**config.mk**
```make
export PLATFORM = sky130hd
export DESIGN_NAME = full_adder
export DESIGN_NICKNAME = d
export VERILOG_FILES = /design/src/rtl/full_adder.sv
export SDC_FILE = /design/constraint.sdc
export NUM_CORES = 1
export LEC_CHECK = 0
export ABC_AREA = 1
export BUFFER_PORTS_ARGS = -buffer_cell sky130_fd_sc_hd__buf_2
export CAP_MARGIN = 15
export CORE_AREA = 2 2 39 41
export CTS_CLUSTER_DIAMETER = 60
export DETAILED_ROUTE_END_ITERATION = 8
export DIE_AREA = 0 0 41 43
export GPL_TIMING_DRIVEN = 0
export PLACE_DENSITY = 0.61
export SLEW_MARGIN = 5
export SYNTH_ARGS = -nofsm -noshare
export SYNTH_HDL_FRONTEND = slang
export SYNTH_SLANG_ARGS = --single-unit
```
**constraint.sdc**
```tcl
create_clock -name clk -period 0.8 [get_ports clk]
set_input_delay 0.16 -clock clk [delete_from_list [all_inputs] [get_ports clk]]
set_output_delay 0.16 -clock clk [all_outputs]
set_load 0.03 [all_outputs]
```
**src/rtl/full_adder.sv**
```systemverilog
// WIDTH-bit ripple-carry adder built from 1-bit full-add cells, with an
// optional output register stage and a valid qualifier travelling alongside.
module full_adder #(
    parameter int WIDTH   = 4,
    parameter bit REG_OUT = 1'b1
) (
    input  logic             clk,
    input  logic             rst_n,
    input  logic             in_valid,
    input  logic [WIDTH-1:0] a,
    input  logic [WIDTH-1:0] b,
    input  logic             c,
    output logic [WIDTH-1:0] sum,
    output logic             c_out,
    output logic [WIDTH-1:0] carry,
    output logic             out_valid
);

    logic [WIDTH-1:0] ci_c;
    logic [WIDTH-1:0] s_c;
    logic [WIDTH-1:0] co_c;

    // Ripple chain: each cell's carry-in is the previous cell's carry-out.
    for (genvar i = 0; i < WIDTH; i++) begin : g_cell
        if (i == 0) begin : g_first
            assign ci_c[i] = c;
        end else begin : g_next
            assign ci_c[i] = co_c[i-1];
        end
        assign s_c[i]  = a[i] ^ b[i] ^ ci_c[i];
        assign co_c[i] = (a[i] & b[i]) | (a[i] & ci_c[i]) | (b[i] & ci_c[i]);
    end

    if (REG_OUT) begin : g_reg
        logic [WIDTH-1:0] sum_q, sum_d;
        logic [WIDTH-1:0] carry_q, carry_d;
        logic             vld_q, vld_d;

        // Load only on a qualified cycle so unqualified operands never reach the outputs.
        always_comb begin
            sum_d   = sum_q;
            carry_d = carry_q;
            vld_d   = in_valid;
            if (in_valid) begin
                sum_d   = s_c;
                carry_d = co_c;
            end
        end

        always_ff @(posedge clk or negedge rst_n) begin
            if (!rst_n) begin
                sum_q   <= '0;
                carry_q <= '0;
                vld_q   <= 1'b0;
            end else begin
                sum_q   <= sum_d;
                carry_q <= carry_d;
                vld_q   <= vld_d;
            end
        end

        assign sum       = sum_q;
        assign carry     = carry_q;
        assign c_out     = carry_q[WIDTH-1];
        assign out_valid = vld_q;
    end else begin : g_comb
        assign sum       = s_c;
        assign carry     = co_c;
        assign c_out     = co_c[WIDTH-1];
        assign out_valid = in_valid;
    end

endmodule

```
== After elaboration in Yosys (flattened, before gate mapping) ==
Index checks and enable logic that the tools add are counted.

* Bitwise operators: 28

{| class="wikitable"
|+ Operators by type and width
! cell !! number
|-
| $and 1x1->1 || 12
|-
| $or 1x1->1 || 8
|-
| $xor 1x1->1 || 8
|}

* Flip-flop bits (word level): 9
* Word-level logic and storage cells: 31

== Depth between registers and ports, before layout ==
* Depth after elaboration: 12
* Depth in mapped cells: 10
* Depth with buffers taken out: 10

== Worst setup path before layout ==
No wires, ideal clock.

* Kind: in2reg
* Start point: input port a[0]
* End point: register g_reg.sum_q[3] (netlist: sum[3])
* Stages on the path: 10
* Data arrival time: 1.804 ns
* Buffers on the path: 0
* Required time: 0.735 ns
* Path slack: -1.069 ns
* Cell sequence: inv_1 -> fa_1 -> inv_1 -> fa_1 -> fa_1 -> inv_1 -> fa_1 -> inv_1 -> nand2_1 -> nand2_1

* Longest elaborated chain between the ends: 10

{| class="wikitable"
|+ Ends and longest elaborated chain
! element !! RTL line !! text
|-
| start, declared || 10 || <nowiki>input logic [WIDTH-1:0] a,</nowiki>
|-
| $and 1x1->1 || 31 || <nowiki>assign co_c[i] = (a[i] & b[i]) | (a[i] & ci_c[i]) | (b[i] & ci_c[i]);</nowiki>
|-
| $or 1x1->1 * (2 in series) || 31 ||
|-
| net ci_c[1] || 19 || <nowiki>logic [WIDTH-1:0] ci_c;</nowiki>
|-
| $and 1x1->1 || 31 ||
|-
| $or 1x1->1 || 31 ||
|-
| $or 1x1->1 * || 31 ||
|-
| net ci_c[2] || 19 ||
|-
| $and 1x1->1 || 31 ||
|-
| $or 1x1->1 || 31 ||
|-
| $or 1x1->1 * || 31 ||
|-
| net ci_c[3] || 19 ||
|-
| $xor 1x1->1 * || 30 || <nowiki>assign s_c[i] = a[i] ^ b[i] ^ ci_c[i];</nowiki>
|-
| end signal, assigned || 56 || <nowiki>sum_q <= sum_d;</nowiki>
|-
| end, declared || 35 || <nowiki>logic [WIDTH-1:0] sum_q, sum_d;</nowiki>
|}

The timed path passes the listed nets; every way through them passes the cells marked *.
A chain may end at the register's enable or synchronous reset.

== Final worst setup path ==
* Start point: input port c
* End point: register g_reg.sum_q[3] (netlist: sum[3])

* Longest elaborated chain between the ends: 10

{| class="wikitable"
|+ Ends and longest elaborated chain
! element !! RTL line !! text
|-
| start, declared || 12 || <nowiki>input logic c,</nowiki>
|-
| $and 1x1->1 || 31 ||
|-
| $or 1x1->1 || 31 ||
|-
| $or 1x1->1 * || 31 ||
|-
| net ci_c[1] || 19 ||
|-
| $and 1x1->1 || 31 ||
|-
| $or 1x1->1 || 31 ||
|-
| $or 1x1->1 * || 31 ||
|-
| net ci_c[2] || 19 ||
|-
| $and 1x1->1 || 31 ||
|-
| $or 1x1->1 || 31 ||
|-
| $or 1x1->1 * || 31 ||
|-
| net ci_c[3] || 19 ||
|-
| $xor 1x1->1 * || 30 ||
|}

Marked as above.

==> impl_metrics.py <==
metrics = {
    "outcome": {
        "status": "finished, violations left",
        "violations": "negative setup slack",
    },
    "min_path": {
        "min_path_type": "primary input to flop",
        "hold_depth": 1,
    },
    "global_routing": {
        "grt_pass1_vias": 386,
        "antenna_found_initial": 0,
        "overflow": 0,
        "grt_usage": 0.137,
        "grt_pass1_wl_um": 1500,
        "grt_max_degree": 10,
    },
    "worst_setup_path": {
        "path_max_fanout": 2,
        "start_kind": "primary input",
        "end_kind": "flop",
        "worstPathArrival_ns": 1.84,
        "reg2regPathDepth": 3,
        "cp_data_required_time_ns": 1.01,
        "critPathKind": "primary input to flop",
    },
    "place": {
        "gp_congestion": 0.752,
        "placed_cell_area_um2": 611,
        "pre_cts_ws_ns": -1.23,
        "portBuffers": 21,
        "hpwl_um": 700,
        "placed_cells": 87,
    },
    "routing": {
        "routed_wl_um": 1010,
        "route.detailed.drc": 0,
        "wire_per_inst_um": 10.5,
        "postRouteAntennaNets": 0,
        "vias": 388,
        "drt_iter0_drc": 4,
        "vias_per_cell": 4.04,
        "dr.pass1.iters": 2,
    },
    "job": {
        "cap_viol_max_count": 0,
    },
    "clocking": {
        "cts_inserted_buffers": 3,
        "cts_buffer_depth": 2,
        "clock-sinks": 9,
        "insertion_delay_ns": 0.27,
        "cts_tree": "built",
        "htreeDepth": 1,
        "path_clk_slew_ns": 0.07,
        "clk_root_buffer_cell": "clkbuf_4",
    },
    "timing": {
        "hold_viol_final": 0,
        "final-setup-viol-count": 16,
        "max_freq_ghz": 0.612,
        "skew_ns": 0,
        "hold_ws_ns": 0.0210,
        "fin_ws_ns": -0.833,
        "slew_headroom": 0.863,
        "finalMaxSlewViolations": 0,
        "worst_pin_slew_ns": 0.206,
        "rsz0062_at_grt": "true",
        "final.min_clock_period_ns": 1.63,
        "min_period_over_period": 2.04,
    },
    "pwr": {
        "p_switching_uw": 510,
        "power_frac_seq": 0.381,
        "vdd_drop_max_mv": 0.902,
        "switching_share": 0.345,
        "p_leak_uw": 0.000425,
        "pwr-share-clk": 0.247,
        "power_density_mw_per_mm2": 1940,
        "p_comb_frac": 0.371,
        "fin_total_pwr_uw": 1480,
        "power.internal_uw": 968,
    },
    "floorplan": {
        "row_count": 14,
        "fp.dieW_um": 41,
        "die_h_um": 43,
        "dieArea_mm2": 0.00176,
        "ioPinCount": 22,
        "start_util": 0.329,
        "coreArea_mm2": 0.00138,
    },
    "synthesis": {
        "syn_nets": 66,
        "syn_area_um2": 455,
        "synth_seq_cells": 9,
        "synth_top_area_share": 0.495,
        "yosysSeqAreaShare": 0.495,
        "synthCells": 50,
        "yosys_warnings": 0,
        "postSynthAreaPerCell_um2": 9.11,
        "yosysUniqueCellTypes": 7,
        "synthTopCellsByArea": "dfrtp_1, nand2_1, fa_1",
        "synth_top_area_cell": "dfrtp_1",
    },
    "cells_and_area": {
        "fin_nets": 97,
        "synthToLayoutAreaGrowth_pct": 67.6,
        "final_area_um2": 763,
        "antenna_cells": 0,
        "final_layout_size_suffix_gt1_frac": 0.513,
        "final_cells": 96,
    },
}
==> cells in the mapped netlist (all sizes together) <==
library cell  instances
fa                    4
buf                   2
nand2                24
dfrtp                 9
inv                  11
==> stage by stage <==
step	setup TNS, ns	utilization
4_1_cts	-4.60	0.546
2_1_floorplan	-3.88	-
3_3_place_gp	-5.60	0.441
3_5_place_dp	-5.65	0.441
5_1_grt	-5.14	0.552
6_report	-4.58	0.552
==> flip-flops by register name (all words and copies together) (netlist names) <==
register and cells:
carry 4, out_valid 1, sum 4
==> critical path, cell delays in order <==
cell and delay (ns):
buf_8 0.11, inv_12 0.04, fa_2 0.18, inv_2 0.04, fa_2 0.35, fa_2 0.36, inv_2 0.06, fa_1 0.39
inv_1 0.06, nand2_1 0.04, nand2_1 0.05
==> final cells by class <==
type	count	area (um^2)
fillers	120	621
inverters	11	58.8
repair buffers	26	230
clock inverters	1	5.00
well taps	16	20.0
flip-flops and latches	9	226
clock buffers	3	22.5
multi-input cells	28	178
plain buffers	2	22.5
==> cells in the final DEF (no fill, tap or decap), drive strengths merged <==
cell type,netlist,final
buf,2,27
nand2,24,24
inv,11,11
dfrtp,9,9
fa,4,4
clkbuf,0,3
clkinv,0,1
dlygate4sd3,0,1
==> power by group through the flow <==
stage               Clock, uW  Sequential (uW)  Combinational [uW]
finish                    365              564                 549
floorplan                   0              680                 151
detailed placement          0              558                 412
CTS                       378              562                 544
global route              401              572                 598
global placement            0              555                 407
==> repair_timing <==
action / 4_1_cts / 5_1_grt
setup endpoints to repair: 17 / 16
buffers inserted: 3 / 1
hold endpoints to repair: 9 / 0
pin swaps: 8 / 1
hold buffers: 1 / 0
gates resized for setup: 26 / 0
==> logic make-up after synthesis <==
kind of cell | after synthesis | share of synthesized area
adders and majority gates | 4 | 0.176
DFF | 9 | 0.495
buffers and inverters | 13 | 0.132
and+or+nand+nor | 24 | 0.198
==> worst paths after layout <==
kind                           from   endpoint  slack, ns
max                               c     sum[3]      -0.83
min                        in_valid  out_valid       0.02
max reg2reg                  sum[1]     sum[1]       0.06
min reg2reg                  sum[3]     sum[3]       0.51
max in group asynchronous     rst_n   carry[3]       0.34
min in group asynchronous     rst_n  out_valid       0.26
==> metal layers <==
layer | vias to the layer above | global-route usage | part of all wire
li1 | 199 | - | -
met4 | 0 | 0.0800 | 0.014
met1 | 173 | 0.122 | 0.37
met5 | - | 0 | 0
met2 | 14 | 0.241 | 0.56
met3 | 2 | 0.0471 | 0.051
Note: power is estimated with default switching activity, not from simulation.
